**config.mk**
```make
export PLATFORM = sky130hd
export DESIGN_NAME = ghost_mover_flat
export DESIGN_NICKNAME = d
export VERILOG_FILES = /design/src/rtl/ghost_mover_pkg.sv /design/src/rtl/ghost_mover_if.sv /design/src/rtl/ghost_mover_tick_divider.sv /design/src/rtl/ghost_mover.sv /design/src/flat_wrapper.sv
export SDC_FILE = /design/constraint.sdc
export NUM_CORES = 1
export LEC_CHECK = 0
export ABC_AREA = 0
export ABC_CLOCK_PERIOD_IN_PS = 4750
export BUFFER_PORTS_ARGS = -buffer_cell sky130_fd_sc_hd__buf_2
export CAP_MARGIN = 20
export CORE_AREA = 2 2 322 324
export DETAILED_ROUTE_END_ITERATION = 8
export DIE_AREA = 0 0 324 326
export GPL_TIMING_DRIVEN = 0
export SYNTH_ARGS = -nofsm -noshare
export SYNTH_HDL_FRONTEND = slang
export SYNTH_SLANG_ARGS = --single-unit
```
**constraint.sdc**
```tcl
create_clock -name clk -period 4.75 [get_ports clk]
set_input_delay 0.95 -clock clk [delete_from_list [all_inputs] [get_ports clk]]
set_output_delay 0.95 -clock clk [all_outputs]
set_load 0.02 [all_outputs]
```
**src/rtl/ghost_mover_pkg.sv**
```systemverilog
// Shared screen geometry, tile grid and FSM encoding for the ghost position-commit stage.
package ghost_mover_pkg;

  localparam int WIDTH        = 640;
  localparam int HEIGHT       = 480;
  localparam int TILE_COL_NUM = 32;
  localparam int TILE_ROW_NUM = 24;
  localparam int XW           = $clog2(WIDTH);
  localparam int YW           = $clog2(HEIGHT);
  localparam int NUM_TILES    = TILE_ROW_NUM * TILE_COL_NUM;
  localparam int TILE_IDX_W   = $clog2(NUM_TILES);

  typedef enum logic [1:0] {
    DIR_UP    = 2'd0,
    DIR_DOWN  = 2'd1,
    DIR_LEFT  = 2'd2,
    DIR_RIGHT = 2'd3
  } dir_t;

  typedef enum logic [2:0] {
    GM_WAIT   = 3'd0,
    GM_SAMPLE = 3'd1,
    GM_CHECK  = 3'd2,
    GM_COMMIT = 3'd3,
    GM_HALT   = 3'd4
  } gm_state_t;

  // A tile outside the map reads as a wall so a stray row/col can never be committed.
  function automatic logic wall_at(input logic [NUM_TILES-1:0] walls,
                                   input logic [YW-1:0]        row,
                                   input logic [XW-1:0]        col);
    logic [31:0] idx;
    idx = 32'(row) * 32'(TILE_COL_NUM) + 32'(col);
    if (idx < 32'(NUM_TILES)) return walls[idx[TILE_IDX_W-1:0]];
    return 1'b1;
  endfunction

endpackage

```
**src/rtl/ghost_mover_if.sv**
```systemverilog
// Signal bundle between the ghost controller / game logic (master) and ghost_mover (slave).
interface ghost_mover_if;
  import ghost_mover_pkg::*;

  // No valid/ready pair here: next_x/next_y are level inputs sampled on the internal
  // tick, and step_done/blocked are single-cycle result pulses that are never both high.
  logic                 enable;
  logic [XW-1:0]        next_x;
  logic [YW-1:0]        next_y;
  logic [NUM_TILES-1:0] tilemap_walls;
  logic [XW-1:0]        pac_x;
  logic [YW-1:0]        pac_y;
  logic [XW-1:0]        x;
  logic [YW-1:0]        y;
  logic                 step_done;
  logic                 blocked;
  logic                 caught;

  modport master (
    output enable, next_x, next_y, tilemap_walls, pac_x, pac_y,
    input  x, y, step_done, blocked, caught
  );

  modport slave (
    input  enable, next_x, next_y, tilemap_walls, pac_x, pac_y,
    output x, y, step_done, blocked, caught
  );
endinterface

```
**src/rtl/ghost_mover_tick_divider.sv**
```systemverilog
// Free-running step pacer: one-cycle tick every DIV enabled cycles; holds while disabled.
module tick_divider #(
  parameter int DIV = 4
) (
  input  logic clk,
  input  logic reset,
  input  logic enable,
  output logic tick
);

  localparam int CW = (DIV > 1) ? $clog2(DIV) : 1;

  logic [CW-1:0] count;

  always_ff @(posedge clk) begin
    if (!reset) begin
      count <= '0;
    end else if (enable) begin
      count <= (count == CW'(DIV - 1)) ? '0 : count + CW'(1);
    end
  end

  assign tick = enable && (count == CW'(DIV - 1));

endmodule

```
**src/rtl/ghost_mover.sv**
```systemverilog
// Ghost position-commit stage: samples the controller's proposal each tick, rejects
// off-screen or walled targets, commits legal moves and latches Pac-Man contact.
module ghost_mover
  import ghost_mover_pkg::*;
#(
  parameter int TICK_DIV = 12500000,
  parameter int START_X  = 20,
  parameter int START_Y  = 320,
  parameter int TILE     = 20,
  parameter int MAX_X    = 620,
  parameter int MAX_Y    = 460
) (
  input  logic               clk,
  input  logic               reset,
  ghost_mover_if.slave       bus,
  output gm_state_t          state
);

  logic          tick;
  logic          count_en;
  logic [XW-1:0] px;
  logic [YW-1:0] py;
  logic [XW-1:0] col;
  logic [YW-1:0] row;
  logic          hit_pac;
  logic          illegal;
  logic          at_pac;

  // Pacing only advances while idle, so an in-flight step never loses a tick slot.
  assign count_en = bus.enable && (state == GM_WAIT);

  tick_divider #(.DIV(TICK_DIV)) u_tick (
    .clk    (clk),
    .reset  (reset),
    .enable (count_en),
    .tick   (tick)
  );

  // Anything above MAX also covers a controller that subtracted past zero and wrapped.
  assign illegal = (32'(px) > 32'(MAX_X)) ||
                   (32'(py) > 32'(MAX_Y)) ||
                   wall_at(bus.tilemap_walls, row, col);

  assign at_pac = (bus.x == bus.pac_x) && (bus.y == bus.pac_y);

  always_ff @(posedge clk) begin
    if (!reset) begin
      state         <= GM_WAIT;
      bus.x         <= XW'(START_X);
      bus.y         <= YW'(START_Y);
      bus.step_done <= 1'b0;
      bus.blocked   <= 1'b0;
      bus.caught    <= 1'b0;
      px            <= '0;
      py            <= '0;
      col           <= '0;
      row           <= '0;
      hit_pac       <= 1'b0;
    end else begin
      bus.step_done <= 1'b0;
      bus.blocked   <= 1'b0;
      unique case (state)
        GM_WAIT: begin
          if (at_pac) begin
            bus.caught <= 1'b1;
            state      <= GM_HALT;
          end else if (tick) begin
            state <= GM_SAMPLE;
          end
        end
        GM_SAMPLE: begin
          px    <= bus.next_x;
          py    <= bus.next_y;
          col   <= XW'(32'(bus.next_x) / 32'(TILE));
          row   <= YW'(32'(bus.next_y) / 32'(TILE));
          state <= GM_CHECK;
        end
        GM_CHECK: begin
          hit_pac <= (px == bus.pac_x) && (py == bus.pac_y);
          if (illegal) begin
            bus.blocked <= 1'b1;
            state       <= GM_WAIT;
          end else begin
            state <= GM_COMMIT;
          end
        end
        GM_COMMIT: begin
          bus.x         <= px;
          bus.y         <= py;
          bus.step_done <= 1'b1;
          state         <= hit_pac ? GM_HALT : GM_WAIT;
        end
        GM_HALT: begin
          bus.caught <= 1'b1;
        end
        default: state <= GM_WAIT;
      endcase
    end
  end

endmodule

```
**src/flat_wrapper.sv**
```systemverilog
// flat-port wrapper written by rule: the top's interface ports become plain ports
module ghost_mover_flat import ghost_mover_pkg::*;
#(
  parameter int TICK_DIV = 12500000,
  parameter int START_X  = 20,
  parameter int START_Y  = 320,
  parameter int TILE     = 20,
  parameter int MAX_X    = 620,
  parameter int MAX_Y    = 460
)
  (clk, reset, state, bus_enable, bus_next_x, bus_next_y, bus_tilemap_walls, bus_pac_x, bus_pac_y, bus_x, bus_y, bus_step_done, bus_blocked, bus_caught);
  ghost_mover_if bus_i ();
  input  logic clk;
  input  logic reset;
  output gm_state_t state;
  input wire logic [$bits(bus_i.enable)-1:0] bus_enable;
  input wire logic [$bits(bus_i.next_x)-1:0] bus_next_x;
  input wire logic [$bits(bus_i.next_y)-1:0] bus_next_y;
  input wire logic [$bits(bus_i.tilemap_walls)-1:0] bus_tilemap_walls;
  input wire logic [$bits(bus_i.pac_x)-1:0] bus_pac_x;
  input wire logic [$bits(bus_i.pac_y)-1:0] bus_pac_y;
  output wire logic [$bits(bus_i.x)-1:0] bus_x;
  output wire logic [$bits(bus_i.y)-1:0] bus_y;
  output wire logic [$bits(bus_i.step_done)-1:0] bus_step_done;
  output wire logic [$bits(bus_i.blocked)-1:0] bus_blocked;
  output wire logic [$bits(bus_i.caught)-1:0] bus_caught;
  assign bus_i.enable = bus_enable;
  assign bus_i.next_x = bus_next_x;
  assign bus_i.next_y = bus_next_y;
  assign bus_i.tilemap_walls = bus_tilemap_walls;
  assign bus_i.pac_x = bus_pac_x;
  assign bus_i.pac_y = bus_pac_y;
  assign bus_x = bus_i.x;
  assign bus_y = bus_i.y;
  assign bus_step_done = bus_i.step_done;
  assign bus_blocked = bus_i.blocked;
  assign bus_caught = bus_i.caught;
  ghost_mover #(.TICK_DIV(TICK_DIV), .START_X(START_X), .START_Y(START_Y), .TILE(TILE), .MAX_X(MAX_X), .MAX_Y(MAX_Y)) u_core (.clk(clk), .reset(reset), .bus(bus_i), .state(state));
endmodule
```
# == Yosys cells after proc, flatten, opt, wreduce, memory -nomap -nowiden ==
# Cells that the tools add are included.
# classes
addsub,2
n_div,2
magnitude_cmp,4
n_eq_ne,11
n_mux,15
bitwise,1
reduce_logical,11
# op_table
operator,n
$div A10 B5 Y32 const B,1
$div A9 B5 Y32 const B,1
$lt A32 B10 Y1 const B,1
$add A24 B1 Y24 const B,1
$eq A24 B24 Y1 const B,1
$mux W24,1
$eq A10 B10 Y1,2
$eq A9 B9 Y1,2
$add A14 B10 Y15,1
$pmux W3 S5,1
$lt A10 B11 Y1 const B,1
$bmux W1 S10,1
$gt A10 B10 Y1 const B,1
$gt A9 B9 Y1 const B,1
$mux W3,3
$mux W1,7
$eq A3 B2 Y1 const B,2
$reduce_and A2 Y1,3
$logic_and A1 B1 Y1,4
$eq A3 B1 Y1 const B,1
$eq A3 B3 Y1 const B,1
$logic_not A3 Y1,1
$ne A3 B1 Y1 const B,1
$logic_or A1 B1 Y1,2
other kinds (5),5
# word_totals
regBits,88
output_inout_bits,25
elab_cells,58

# == Depth between registers and ports, before layout ==
# Gate-level depths: netlist of the first run.
# logic_depth
word_depth,8
ltp_mapped,14
depth_no_buf,12

# == By module ==
# A second synthesis of the first run with hierarchy kept.
# unflattened
cells_unflattened,1231
hier_area_um2,11399.7
# by_module_without_submodules
mod,instances,cells_each,area_per_inst_um2,seq_area_each_um2
ghost_mover,1,1093,10209.8,1121.1
tick_divider,1,138,1189.9,480.5

# == Worst setup path after synthesis of the first run ==
# Ideal clock, no wire load.
# synth_timing
kind,input to register
from,input bus_next_x[8]
to,register u_core.col[0]
arrival_ps,3875
required_ps,4605
setup_slack_ps,730
stages,13
path_cell_list,clkbuf_1 > or2_2 > buf_2 > ha_1 > and4b_1 > o21ba_2 > or2_2 > o2111a_1 > or3_1 > nor2_1 > mux2i_1 > nor4b_1 > a41oi_1
# synth_via
elab_chain_cells,1
# synth_lines
item,line,source
"start, declared",flat_wrapper.sv:17,input wire logic [$bits(bus_i.next_x)-1:0] bus_next_x;
$div A10 B5 Y32,ghost_mover.sv:74,col <= XW'(32'(bus.next_x) / 32'(TILE));
"end signal, assigned",ghost_mover.sv:74,
"end, declared",ghost_mover.sv:23,logic [XW-1:0] col;
# Every way passes these cells.
# A chain may end at the register's enable or synchronous reset.

# == Worst setup path in the final report of the first run ==
# layout_timing
from,register u_core.col[2]
to,register u_core.state[1]
# layout_via
elab_chain_cells,8
# layout_lines
item,line,source
$add A14 B10 Y15 (*),ghost_mover_pkg.sv:33,idx = 32'(row) * 32'(TILE_COL_NUM) + 32'(col);
$bmux W1 S10,ghost_mover_pkg.sv:34,if (idx < 32'(NUM_TILES)) return walls[idx[TILE_IDX_W-1:0]];
$mux W1 (implied by the code),ghost_mover_pkg.sv:34,
$mux W1,ghost_mover_pkg.sv:34,
$mux W1 (*),ghost_mover_pkg.sv:35,return 1'b1;
$logic_or A1 B1 Y1 (*),ghost_mover.sv:41,(32'(py) > 32'(MAX_Y)) ||
$mux W2 (*),ghost_mover.sv:80,if (illegal) begin
$pmux W3 S5 (*),ghost_mover.sv:62,unique case (state)
"end signal, assigned",ghost_mover.sv:91,state <= hit_pac ? GM_HALT : GM_WAIT;
"end, declared",ghost_mover.sv:16,output gm_state_t state
# Every way passes the cells marked *; elsewhere a longest branch is shown, timed or not. The select of a mux whose other input is x is not followed.

==> results of run 1 <==
==> Yosys cell counts (5+ instances only) <==
| cell | n |
|---|---|
| o211ai_1 | 8 |
| and3_1 | 8 |
| a31oi_1 | 8 |
| nand4_1 | 10 |
| nor4_1 | 12 |
| buf_6 | 9 |
| or3_1 | 6 |
| o22ai_1 | 5 |
| xor2_1 | 55 |
| buf_2 | 8 |
| inv_1 | 11 |
| clkbuf_1 | 59 |
| a22o_1 | 11 |
| nor2_1 | 65 |
| xnor2_1 | 16 |
| mux2i_1 | 16 |
| a221oi_1 | 9 |
| dfxtp_1 | 80 |
| a211oi_1 | 8 |
| a21oi_1 | 62 |
| mux4_2 | 226 |
| buf_4 | 9 |
| nand2_1 | 124 |
| nor2b_1 | 13 |
| nand3_1 | 28 |
| o21ai_0 | 23 |
| or2_2 | 6 |
| buf_1 | 14 |
| a22oi_1 | 18 |
| ha_1 | 5 |
| nand2b_1 | 10 |
| nor3_1 | 16 |
==> state kept, by name (all words and copies together) (netlist names) <==
signal and cells:
u_core.py 9, u_core.bus.y 9, u_core.u_tick.count 24, u_core.bus.step_done 1
u_core.bus.x 10, u_core.state 3, u_core.bus.caught 1, u_core.row 5
u_core.px 10, u_core.hit_pac 1, u_core.bus.blocked 1, u_core.col 6
==> repair_timing <==
| action | CTS | global route |
|---|---|---|
| gates cloned | 0 | 0 |
| setup endpoints to repair | 3 | 3 |
| pin swaps | 0 | 1 |
| hold buffers | 0 | 0 |
| gates resized for setup | 26 | 11 |
==> metal layers <==
metal | vias up | share of wire, % | global-route usage (%)
li1 | 5880 | - | -
met1 | 6828 | 40 | 19.9
met2 | 989 | 45 | 25.4
met3 | 165 | 10 | 5.23
met4 | 42 | 3.6 | 4.57
met5 | - | 0.32 | 0
==> cells in the final DEF, fill, tap and decap left out, types with 6 or more instances in the layout <==
| master | n |
|---|---|
| nor4_1 | 10 |
| nor2_1 | 65 |
| buf_1 | 6 |
| or2_2 | 6 |
| buf_4 | 9 |
| and3_1 | 8 |
| nand2_1 | 124 |
| xnor2_1 | 16 |
| clkbuf_1 | 51 |
| or3_1 | 6 |
| a21oi_1 | 62 |
| nor2b_1 | 13 |
| a22oi_1 | 16 |
| nand3_1 | 28 |
| o21ai_0 | 23 |
| xor2_1 | 55 |
| mux2i_1 | 13 |
| o211ai_1 | 8 |
| inv_1 | 11 |
| a22o_1 | 11 |
| clkbuf_16 | 9 |
| buf_2 | 843 |
| a211oi_1 | 8 |
| clkbuf_2 | 6 |
| dfxtp_1 | 80 |
| nand4_1 | 10 |
| nor3_1 | 14 |
| buf_6 | 11 |
| a221oi_1 | 9 |
| a31oi_1 | 8 |
| diode_2 | 27 |
| mux4_2 | 226 |
| nand2b_1 | 10 |
| buf_8 | 8 |
==> worst max-delay path, stage by stage (launching register included) <==
cell and delay (ns):
dfxtp_1 0.44, buf_1 0.42, buf_8 0.24, clkbuf_1 0.66, mux4_2 0.41, mux4_2 0.49, nand2_1 0.09, nand2_1 0.07
o2111ai_1 0.50, a31o_2 0.30, a211oi_1 0.17, or4b_1 0.61, o41ai_1 0.08
==> power by group through the flow <==
stage | Clock [mW] | Combinational [mW] | Sequential (mW)
after CTS | 0.737 | 0.784 | 0.674
after global routing | 0.766 | 0.847 | 0.674
final | 0.724 | 0.794 | 0.674
after floorplan | 0 | 0.313 | 0.689
after detailed placement | 0 | 0.779 | 0.689
after global placement | 0 | 0.770 | 0.689
==> kinds of logic after synthesis <==
group / count (synthesis) / synth area share [%]
AOI/OAI and AO/OA: 191 / 11.8
and+or+nand+nor: 323 / 14.1
DFF: 80 / 14.6
xor gates and xnor gates: 71 / 5.67
buffers and inverters: 112 / 5.06
adders and majority gates: 8 / 0.845
muxes: 242 / 47.9
==> area by class of cell <==
cell class | instances | area, um^2
clock inverter | 6 | 72.6
sequential | 80 | 1600
inverter | 11 | 41.3
timing repair buffer | 839 | 4250
antenna | 27 | 67.6
clock buffer | 10 | 239
fill | 11600 | 85200
tap | 1380 | 1730
multi-input combinational | 835 | 8870
buffer | 98 | 543
==> metrics by stage <==
stage	cells	power, mW	instance area [um^2]
after floorplan	1027	1.00	11000
after global placement	3236	1.46	16800
after detailed placement	3245	1.47	16900
after CTS	3259	2.20	17300
after global routing	3270	2.29	17400
final	3286	2.19	17400
==> worst paths after layout <==
kind,from,to,depth (start not counted)
max,u_core.col[2]$_SDFFE_PN0P_,u_core.state[1]$_SDFFE_PN0P_,12
min reg2reg,u_core.bus.caught$_SDFFE_PN0P_,u_core.bus.caught$_SDFFE_PN0P_,2
min,u_core.bus.caught$_SDFFE_PN0P_,u_core.bus.caught$_SDFFE_PN0P_,2
max reg2reg,u_core.col[2]$_SDFFE_PN0P_,u_core.state[1]$_SDFFE_PN0P_,12
==> results.json, run 1 <==
{
  "via_count": 13900,
  "swShare_pct": 29.5,
  "routabilityCongestion": 0.945,
  "synth_top_cell_area_share_pct": 46.4,
  "critPathArrivalTime_ns": 4.89,
  "ys_types": 67,
  "wirelength_um": 87500,
  "design.die.area_mm2": 0.106,
  "p_leak_nw": 6.83,
  "dieHeight_um": 326,
  "fmax_mhz": 215,
  "detail_route.first_pass.iterations": 5,
  "fin_worst_hold_slack_ns": 0.447,
  "pwr-share-seq_pct": 30.7,
  "wl_per_cell_um": 26.6,
  "ios": 834,
  "path_class": "reg2reg",
  "power.density_mw_per_mm2": 126,
  "cts_num_sinks": 80,
  "layout_min_cycle_time_ns": 4.64,
  "grt_start_max_net_pins": 20,
  "status": "complete, no violations",
  "global_route.usage.total_pct": 15.8,
  "initial_utilization_pct": 10.7,
  "cell_internal_power_mw": 1.54,
  "synth-seq-area-share_pct": 14.6,
  "place.detailed.hpwl_um": 77300,
  "grt_pass1_vias": 13500,
  "grt.overflow.total": 0,
  "share_of_cells_above_drive_strength_1_pct": 61.0,
  "tritoncts.num_buffers": 9,
  "clock_tree.buffer_depth": 2,
  "synthDominantAreaCellType": "mux4_2",
  "postCtsSetupBuffers": 0,
  "cts.reportedPaths.clkPinSlew_ns": 0.07,
  "net_switching_power_figure_mw": 0.648,
  "syn_area_mm2": 0.0110,
  "post-route-util_pct": 17.0,
  "synthCells": 1027,
  "drv_slew": 0,
  "number_of_antenna_violations_at_the_first_check_in_global_routing": 66,
  "cts_tree": "done",
  "logic_pwr_share_pct": 36.2,
  "timing.final.setup_violations": 0,
  "grt_pass1_wl_um": 113000,
  "crit_path_start_kind": "flop",
  "detail_route.vias_per_cell": 4.23,
  "synth.area.top_cells": "mux4_2 46%, dfxtp_1 15%, xor2_1 4.4%, nand2_1 4.2%, a21oi_1 2.8%",
  "yosys_most_used_dff": "dfxtp_1",
  "final.period_utilization_pct": 97.7,
  "rsz0062_at_grt": "false",
  "clkPwrFrac_pct": 33.0,
  "clockRootBuffer": "clkbuf_16",
  "yosys_register_bits": 80,
  "synth_edf_count": 0,
  "buffers_on_ports": 829,
  "area_growth_syn_to_layout_pct": 58.9,
  "setup_ws_ns": 0.109,
  "worstSkewPairLatency_ns": 0.35,
  "route.detailed.drc": 0,
  "post_synth.cell_area_avg_um2": 10.7,
  "maxSlewHeadroom_pct": 31.0,
  "max_slew.worst_pin.slew_ns": 1.03,
  "preCtsSetupSlack_ns": -1.28,
  "ys_warn_count": 0,
  "hold_path.class": "reg2reg",
  "max-vdd-ir-drop_v": 0.000174,
  "finalSetupTns_ns": 0,
  "crit_required_ns": 5.00,
  "htree_num_levels": 3,
  "path_max_fanout": 10,
  "dr.first_iter.drc_count": 1246,
  "skew_ns": 0.00775,
  "num_rows": 118,
  "core-area_mm2": 0.103,
  "maxCapViolCount": 0,
  "synth.net_count": 1841,
  "critical_path.endpoint_type": "flop",
  "final_nets": 2688,
  "asyncSetResetFlopFracSynth_pct": 0,
  "r2r_setup_slack_ns": 0.11,
  "report.final.hold_viol_count": 0,
  "ant_nets": 0,
  "die_w_um": 324
}
Power figures use the tool's default switching activity.
==> run 2, diff against run 1 <==
- CORE_AREA: 2 2 322 324 -> 2 2 329 331
- DIE_AREA: 0 0 324 326 -> 0 0 331 333
- SYNTH_HIERARCHICAL: not set -> 1
==> run 2 against run 1 <==
Against the previous run:
- cell area up 3.7%
- sequential cell count unchanged
- first-iteration DRC count up 5.1%
- sequential power about the same
- combinational power up 2.6%
- clock power up 6.4%
- critical endpoint is now u_core/state[1]$_SDFFE_PN0P_
- synthesized cell count up 20%
- area after synthesis up 4.0%
- core utilization about the same
- power up 3.0%
==> results.json, run 2 <==
{
  "grt_pass1_wl_um": 135000,
  "global_route.usage.total_pct": 18.4,
  "reg_top3": "u_core/u_tick/count: 24 flops, u_core/bus.x: 10 flops, u_core/px: 10 flops",
  "asyncSetResetFlopFracSynth_pct": 0,
  "synthDominantAreaCellType": "mux4_2",
  "initial_utilization_pct": 10.7,
  "num_rows": 120,
  "synthCells": 1231,
  "ant_nets": 0,
  "min_to": "u_core/bus.caught$_SDFFE_PN0P_",
  "tritoncts.num_buffers": 9,
  "grt.overflow.total": 0,
  "number_of_flip_flops_under_the_largest_register_name": 24,
  "multi_input_comb_area_mm2": 0.00926,
  "seq_area_mm2": 0.00160,
  "cts_tree": "done",
  "maxCapViolCount": 0,
  "timing.final.setup_violations": 0,
  "p_leak_nw": 6.99,
  "most_common_cell_after_layout_fill_and_taps_aside": "buf_2",
  "synth.area.top_cells": "mux4_2 27%, dfxtp_1 14%, mux2i_1 11%, nand2_1 4.1%, a22oi_1 3.7%",
  "syn_area_mm2": 0.0114,
  "critical_path.endpoint_type": "flop",
  "area_growth_syn_to_layout_pct": 58.5,
  "dr.first_iter.drc_count": 1309,
  "synth.net_count": 2045,
  "ys_types": 80,
  "report.final.hold_viol_count": 0,
  "number_of_antenna_violations_at_the_first_check_in_global_routing": 61,
  "path_class": "reg2reg",
  "layout_min_cycle_time_ns": 4.62,
  "route.detailed.drc": 0,
  "grt_start_max_net_pins": 15,
  "mostFrequentLayoutCells": "849 x buf_2, 137 x mux4_2, 126 x nand2_1",
  "finalSetupTns_ns": 0,
  "final_nets": 2903,
  "post_route_total_power_mw": 2.26,
  "status": "complete, no violations",
  "hold_path_startpoint": "u_core/bus.caught$_SDFFE_PN0P_",
  "worstSkewPairLatency_ns": 0.35,
  "design.die.area_mm2": 0.110,
  "drv_slew": 0,
  "max_slew.worst_pin.slew_ns": 1.33,
  "cts_num_sinks": 80,
  "clockRootBuffer": "clkbuf_16",
  "fmax_mhz": 217,
  "yosys_register_bits": 80,
  "final.period_utilization_pct": 97.2,
  "yosys_most_used_dff": "dfxtp_1",
  "share_of_cells_above_drive_strength_1_pct": 52.5,
  "core-area_mm2": 0.107,
  "crit_required_ns": 4.99,
  "dieHeight_um": 333,
  "die_w_um": 331,
  "layoutNonFillerInstCount": 3512,
  "rr_endpoint": "u_core/state[1]$_SDFFE_PN0P_",
  "reg2reg_from": "u_core/col[2]$_SDFFE_PN0P_",
  "detail_route.vias_per_cell": 4.43,
  "via_count": 15600,
  "post_synth.cell_area_avg_um2": 9.26,
  "r2r.worst_path.cells": 12,
  "htree_num_levels": 3,
  "ios": 834,
  "fillCellCount": 12100,
  "cts.reportedPaths.clkPinSlew_ns": 0.07,
  "maxSlewHeadroom_pct": 11.5,
  "routabilityCongestion": 0.947,
  "crit_path_start_kind": "flop",
  "critPathArrivalTime_ns": 4.86,
  "hold_path.class": "reg2reg",
  "wirelength_um": 107000,
  "clock_tree.buffer_depth": 2,
  "rsz0062_at_grt": "false",
  "detail_route.first_pass.iterations": 6,
  "power.density_mw_per_mm2": 125,
  "synth.top_cells.by_count": "137 x mux4_2, 126 x nand2_1, 122 x mux2i_1",
  "grt_pass1_vias": 15100,
  "yosysMostFrequentCell": "mux4_2",
  "place.detailed.hpwl_um": 92500,
  "synth-seq-area-share_pct": 14.0,
  "buffers_on_ports": 830,
  "wl_per_cell_um": 30.5,
  "synth_edf_count": 0,
  "r2r_setup_slack_ns": 0.13,
  "ys_warn_count": 6,
  "max-vdd-ir-drop_v": 0.000161,
  "dp.cells": 3477,
  "hold_depth": 1,
  "skew_ns": 0.00916,
  "regMostFlops": "u_core/u_tick/count",
  "path_max_fanout": 10,
  "synth_top_cell_area_share_pct": 27.1
}
-- run 2: changes by cell type after synthesis, sizes merged, moves of 9 or more --
cell    before  now
o21ai       24   45
xnor2       16   34
clkbuf      59   71
mux4       226  137
mux2i       16  122
xor2        55   26
o22ai        5   25
a21boi       0   37
a21oi       62   41
a221oi       9   18
a22oi       18   56
-- run 2: cell type report --
class	count	share of cell area [%]
multi-input combinational	1022	51.3
timing repair buffer	850	24.4
tap	1403	9.71
sequential	80	8.87
buffer	114	3.48
clock buffer	10	1.27
clock inverter	6	0.512
inverter	12	0.270
antenna	15	0.208
-- run 2: worst max path at each step --
| stage | cells after the start | slack [ns] | endpoint | start |
|---|---|---|---|---|
| 6_report | 12 | 0.13 | u_core/state[1]$_SDFFE_PN0P_ | u_core/col[2]$_SDFFE_PN0P_ |
| 5_1_grt | 12 | 0.002 | u_core/state[1]$_SDFFE_PN0P_ | u_core/col[2]$_SDFFE_PN0P_ |
| 4_1_cts | 13 | 0.009 | u_core/state[1]$_SDFFE_PN0P_ | u_core/col[4]$_SDFFE_PN0P_ |
| 3_5_place_dp | 11 | -1.36 | u_core/state[1]$_SDFFE_PN0P_ | u_core/col[4]$_SDFFE_PN0P_ |
| 3_3_place_gp | 12 | -2.34 | u_core/state[1]$_SDFFE_PN0P_ | u_core/col[2]$_SDFFE_PN0P_ |
| 2_1_floorplan | 13 | 0.74 | u_core/col[0]$_SDFFE_PN0P_ | bus_next_x[7] |
-- run 2: what timing repair did --
item                                    CTS  global route
pin swaps                                 1             0
endpoints found under the setup margin    3             3
endpoints found under the hold margin     0             0
gates resized for setup                  28            25
hold buffers                              0             0
setup buffers                             7             0
-- run 2: per-layer routing --
| metal | routed length (um) | share of wire, % | global-route usage [%] |
|---|---|---|---|
| met1 | 44200 | 41 | 23.4 |
| met2 | 46800 | 44 | 29.0 |
| met3 | 11200 | 10 | 5.82 |
| met4 | 4710 | 4.4 | 6.64 |
| met5 | 275 | 0.26 | 0 |
-- run 2: stage by stage --
step / cell area (um^2) / hold slack, ns / util [%] / setup WS, ns
2_1_floorplan: 11400 / 0.448 / - / 0.737
3_3_place_gp: 17300 / 0.449 / 16.2 / -2.34
3_5_place_dp: 17500 / 0.461 / 16.4 / -1.36
4_1_cts: 18000 / 0.477 / 16.9 / 0.00852
5_1_grt: 18100 / 0.521 / 16.9 / 0.00159
6_report: 18100 / 0.482 / 17.0 / 0.133
-- run 2: kinds of logic (layout without fill, tap and decap cells) --
family | Yosys count | count (layout) | synth area share [%]
AO/OA/AOI/OAI | 332 | 332 | 20.8
XOR/XNOR | 60 | 60 | 4.61
adder cells (fa/ha/maj) | 6 | 6 | 0.648
buffers and inverters | 129 | 992 | 5.47
flip-flops | 80 | 80 | 14.0
multiplexers | 261 | 261 | 38.0
other | 0 | 15 | 0
AND/OR/NAND/NOR | 363 | 363 | 16.4
-- run 2: power breakdown --
group	switching, mW	internal, mW
sequential	0.00261	0.672
clock	0.305	0.465
combinational	0.382	0.432
-- run 2: critical path, stage by stage (launching register included) --
cell and delay (ns):
dfxtp_2 0.50, buf_2 0.46, clkbuf_1 1.02, mux4_2 0.43, mux2i_1 0.09, nor2_1 0.49, a2111oi_0 0.18, buf_2 0.23
nor2_1 0.13, nand4_1 0.19, a32oi_4 0.39, nor4_1 0.12, or2_1 0.24
==> run 3, diff against run 2 <==
- CORE_AREA: 2 2 329 331 -> 4 4 321 323
- DIE_AREA: 0 0 331 333 -> 0 0 325 327
==> run 3 against run 2 <==
Against the previous run:
- clock power shrank 12%
- critical path depth rose by 2
- sequential share of layout area increased by 0.069 points
- largest cell class unchanged
- sequential cell count is the same
- non-clock buffer count down 1
- critical path type unchanged
==> results.json, run 3 (same netlist as run 2, synthesis figures left out) <==
{
  "fillCellCount": 11400,
  "timing.final.setup_violations": 0,
  "finalSetupTns_ns": 0,
  "routabilityCongestion": 1.00,
  "multi_input_comb_area_mm2": 0.00926,
  "detail_route.vias_per_cell": 4.53,
  "grt_pass1_wl_um": 142000,
  "clockRootBuffer": "clkbuf_16",
  "skew_ns": 0.0105,
  "route.detailed.drc": 0,
  "fmax_mhz": 217,
  "layout.cell_area.non_filler_mm2": 0.0179,
  "reg_top3": "u_core/u_tick/count: 24 flops, u_core/bus.x: 10 flops, u_core/px: 10 flops",
  "swShare_pct": 31.7,
  "ant_nets": 0,
  "wirelength_um": 111000,
  "worstSkewPairLatency_ns": 0.34,
  "initial_utilization_pct": 11.4,
  "fin_worst_hold_slack_ns": 0.472,
  "grt_start_max_net_pins": 16,
  "tritoncts.num_buffers": 9,
  "design.die.area_mm2": 0.106,
  "clkPwrFrac_pct": 31.4,
  "area_growth_syn_to_layout_pct": 57.2,
  "core-area_mm2": 0.0999,
  "grt.overflow.total": 0,
  "p_leak_nw": 6.95,
  "preCtsSetupSlack_ns": -1.01,
  "post-route-util_pct": 17.9,
  "cts.reportedPaths.clkPinSlew_ns": 0.07,
  "most_common_cell_after_layout_fill_and_taps_aside": "buf_2",
  "globalRouteMet1Util_pct": 24.8,
  "via_count": 15400,
  "crit_required_ns": 4.98,
  "critPathArrivalTime_ns": 4.85,
  "final.period_utilization_pct": 97.2,
  "max_slew.worst_pin.slew_ns": 1.12,
  "clock_tree.buffer_depth": 2,
  "detail_route.first_pass.iterations": 5,
  "wl_per_cell_um": 32.7,
  "grt_pass1_vias": 15400,
  "setup_ws_ns": 0.132,
  "path_max_fanout": 10,
  "critical_path.endpoint_type": "flop",
  "maxSlewHeadroom_pct": 25.1,
  "cts_hold_buffers": 0,
  "maxCapViolCount": 0,
  "seq_area_mm2": 0.00160,
  "grt_util_met2_pct": 32.0,
  "cell_internal_power_mw": 1.48,
  "buffers_on_ports": 830,
  "post_route_total_power_mw": 2.17,
  "cts_num_sinks": 80,
  "global_routing_s_busiest_layer": "met2",
  "number_of_flip_flops_under_the_largest_register_name": 24,
  "die_w_um": 325,
  "hold_path.class": "reg2reg",
  "path_class": "reg2reg",
  "final_nets": 2902,
  "dp.cells": 3374,
  "layoutNonFillerInstCount": 3406,
  "power.density_mw_per_mm2": 121,
  "status": "complete, no violations",
  "share_of_cells_above_drive_strength_1_pct": 52.5,
  "crit_path_start_kind": "flop",
  "dieHeight_um": 327,
  "layout_min_cycle_time_ns": 4.62,
  "place.detailed.hpwl_um": 96800,
  "mostFrequentLayoutCells": "841 x buf_2, 137 x mux4_2, 126 x nand2_1",
  "dpl-instance-area_mm2": 0.0174,
  "global_route.usage.total_pct": 19.9,
  "r2r.worst_path.cells": 14,
  "report.final.hold_viol_count": 0,
  "cts_tree": "done",
  "hold_depth": 2,
  "max-vdd-ir-drop_v": 0.000148,
  "pwr-share-seq_pct": 31.2,
  "regMostFlops": "u_core/u_tick/count",
  "rsz0062_at_grt": "false",
  "net_switching_power_figure_mw": 0.687,
  "num_rows": 116,
  "drv_slew": 0,
  "htree_num_levels": 3,
  "dr.first_iter.drc_count": 1100,
  "grtUsageMet3_pct": 6.99,
  "number_of_antenna_violations_at_the_first_check_in_global_routing": 72,
  "logic_pwr_share_pct": 37.4,
  "ios": 834
}
## run 3: per-layer routing
metal	routed length, um	vias up	part of all wire, %
met2	49900	1001	45
met1	45900	7556	41
met4	3890	38	3.5
met3	11500	182	10
li1	-	6662	-
met5	236	-	0.21
## run 3: worst paths after layout
check	from	to	slack [ns]
worst max register to register	u_core/col[0]$_SDFFE_PN0P_	u_core/state[1]$_SDFFE_PN0P_	0.13
worst max-delay path	u_core/col[0]$_SDFFE_PN0P_	u_core/state[1]$_SDFFE_PN0P_	0.13
worst min-delay path	u_core/col[5]$_SDFFE_PN0P_	u_core/col[5]$_SDFFE_PN0P_	0.47
worst min register to register	u_core/col[5]$_SDFFE_PN0P_	u_core/col[5]$_SDFFE_PN0P_	0.47
## run 3: critical path, stage by stage, from the launching register on
cell and delay (ns):
dfxtp_1 0.32, buf_2 0.30, buf_6 0.26, buf_6 0.28, buf_4 0.42, buf_6 0.33, mux2i_1 0.12, a221oi_1 0.68
o21ai_0 0.16, and3_1 0.21, o211ai_1 0.24, nand4_1 0.28, a32oi_4 0.40, nor4_2 0.11, or2_1 0.27
## run 3: cell type report
class                      count  area share [%]
multi-input combinational   1022            51.7
timing repair buffer         849            24.5
tap                         1298            9.06
sequential                    80            8.94
buffer                       114            3.69
clock buffer                  10            1.33
clock inverter                 6           0.279
inverter                      12           0.272
antenna                       15           0.209
## run 3: timing repair
| action | 4_1_cts | 5_1_grt |
|---|---|---|
| endpoints found under the setup margin | 3 | 2 |
| pin swaps | 0 | 1 |
| resized for setup | 37 | 12 |
| setup buffers | 4 | 0 |
| endpoints found under the hold margin | 0 | 0 |
## run 3: power by group through the flow
| stage | logic, mW | registers (mW) | clock network, mW |
|---|---|---|---|
| after detailed placement | 0.796 | 0.690 | 0 |
| after global routing | 0.866 | 0.675 | 0.720 |
| after floorplan | 0.313 | 0.690 | 0 |
| final | 0.811 | 0.675 | 0.680 |
| after CTS | 0.803 | 0.675 | 0.692 |
| after global placement | 0.786 | 0.690 | 0 |
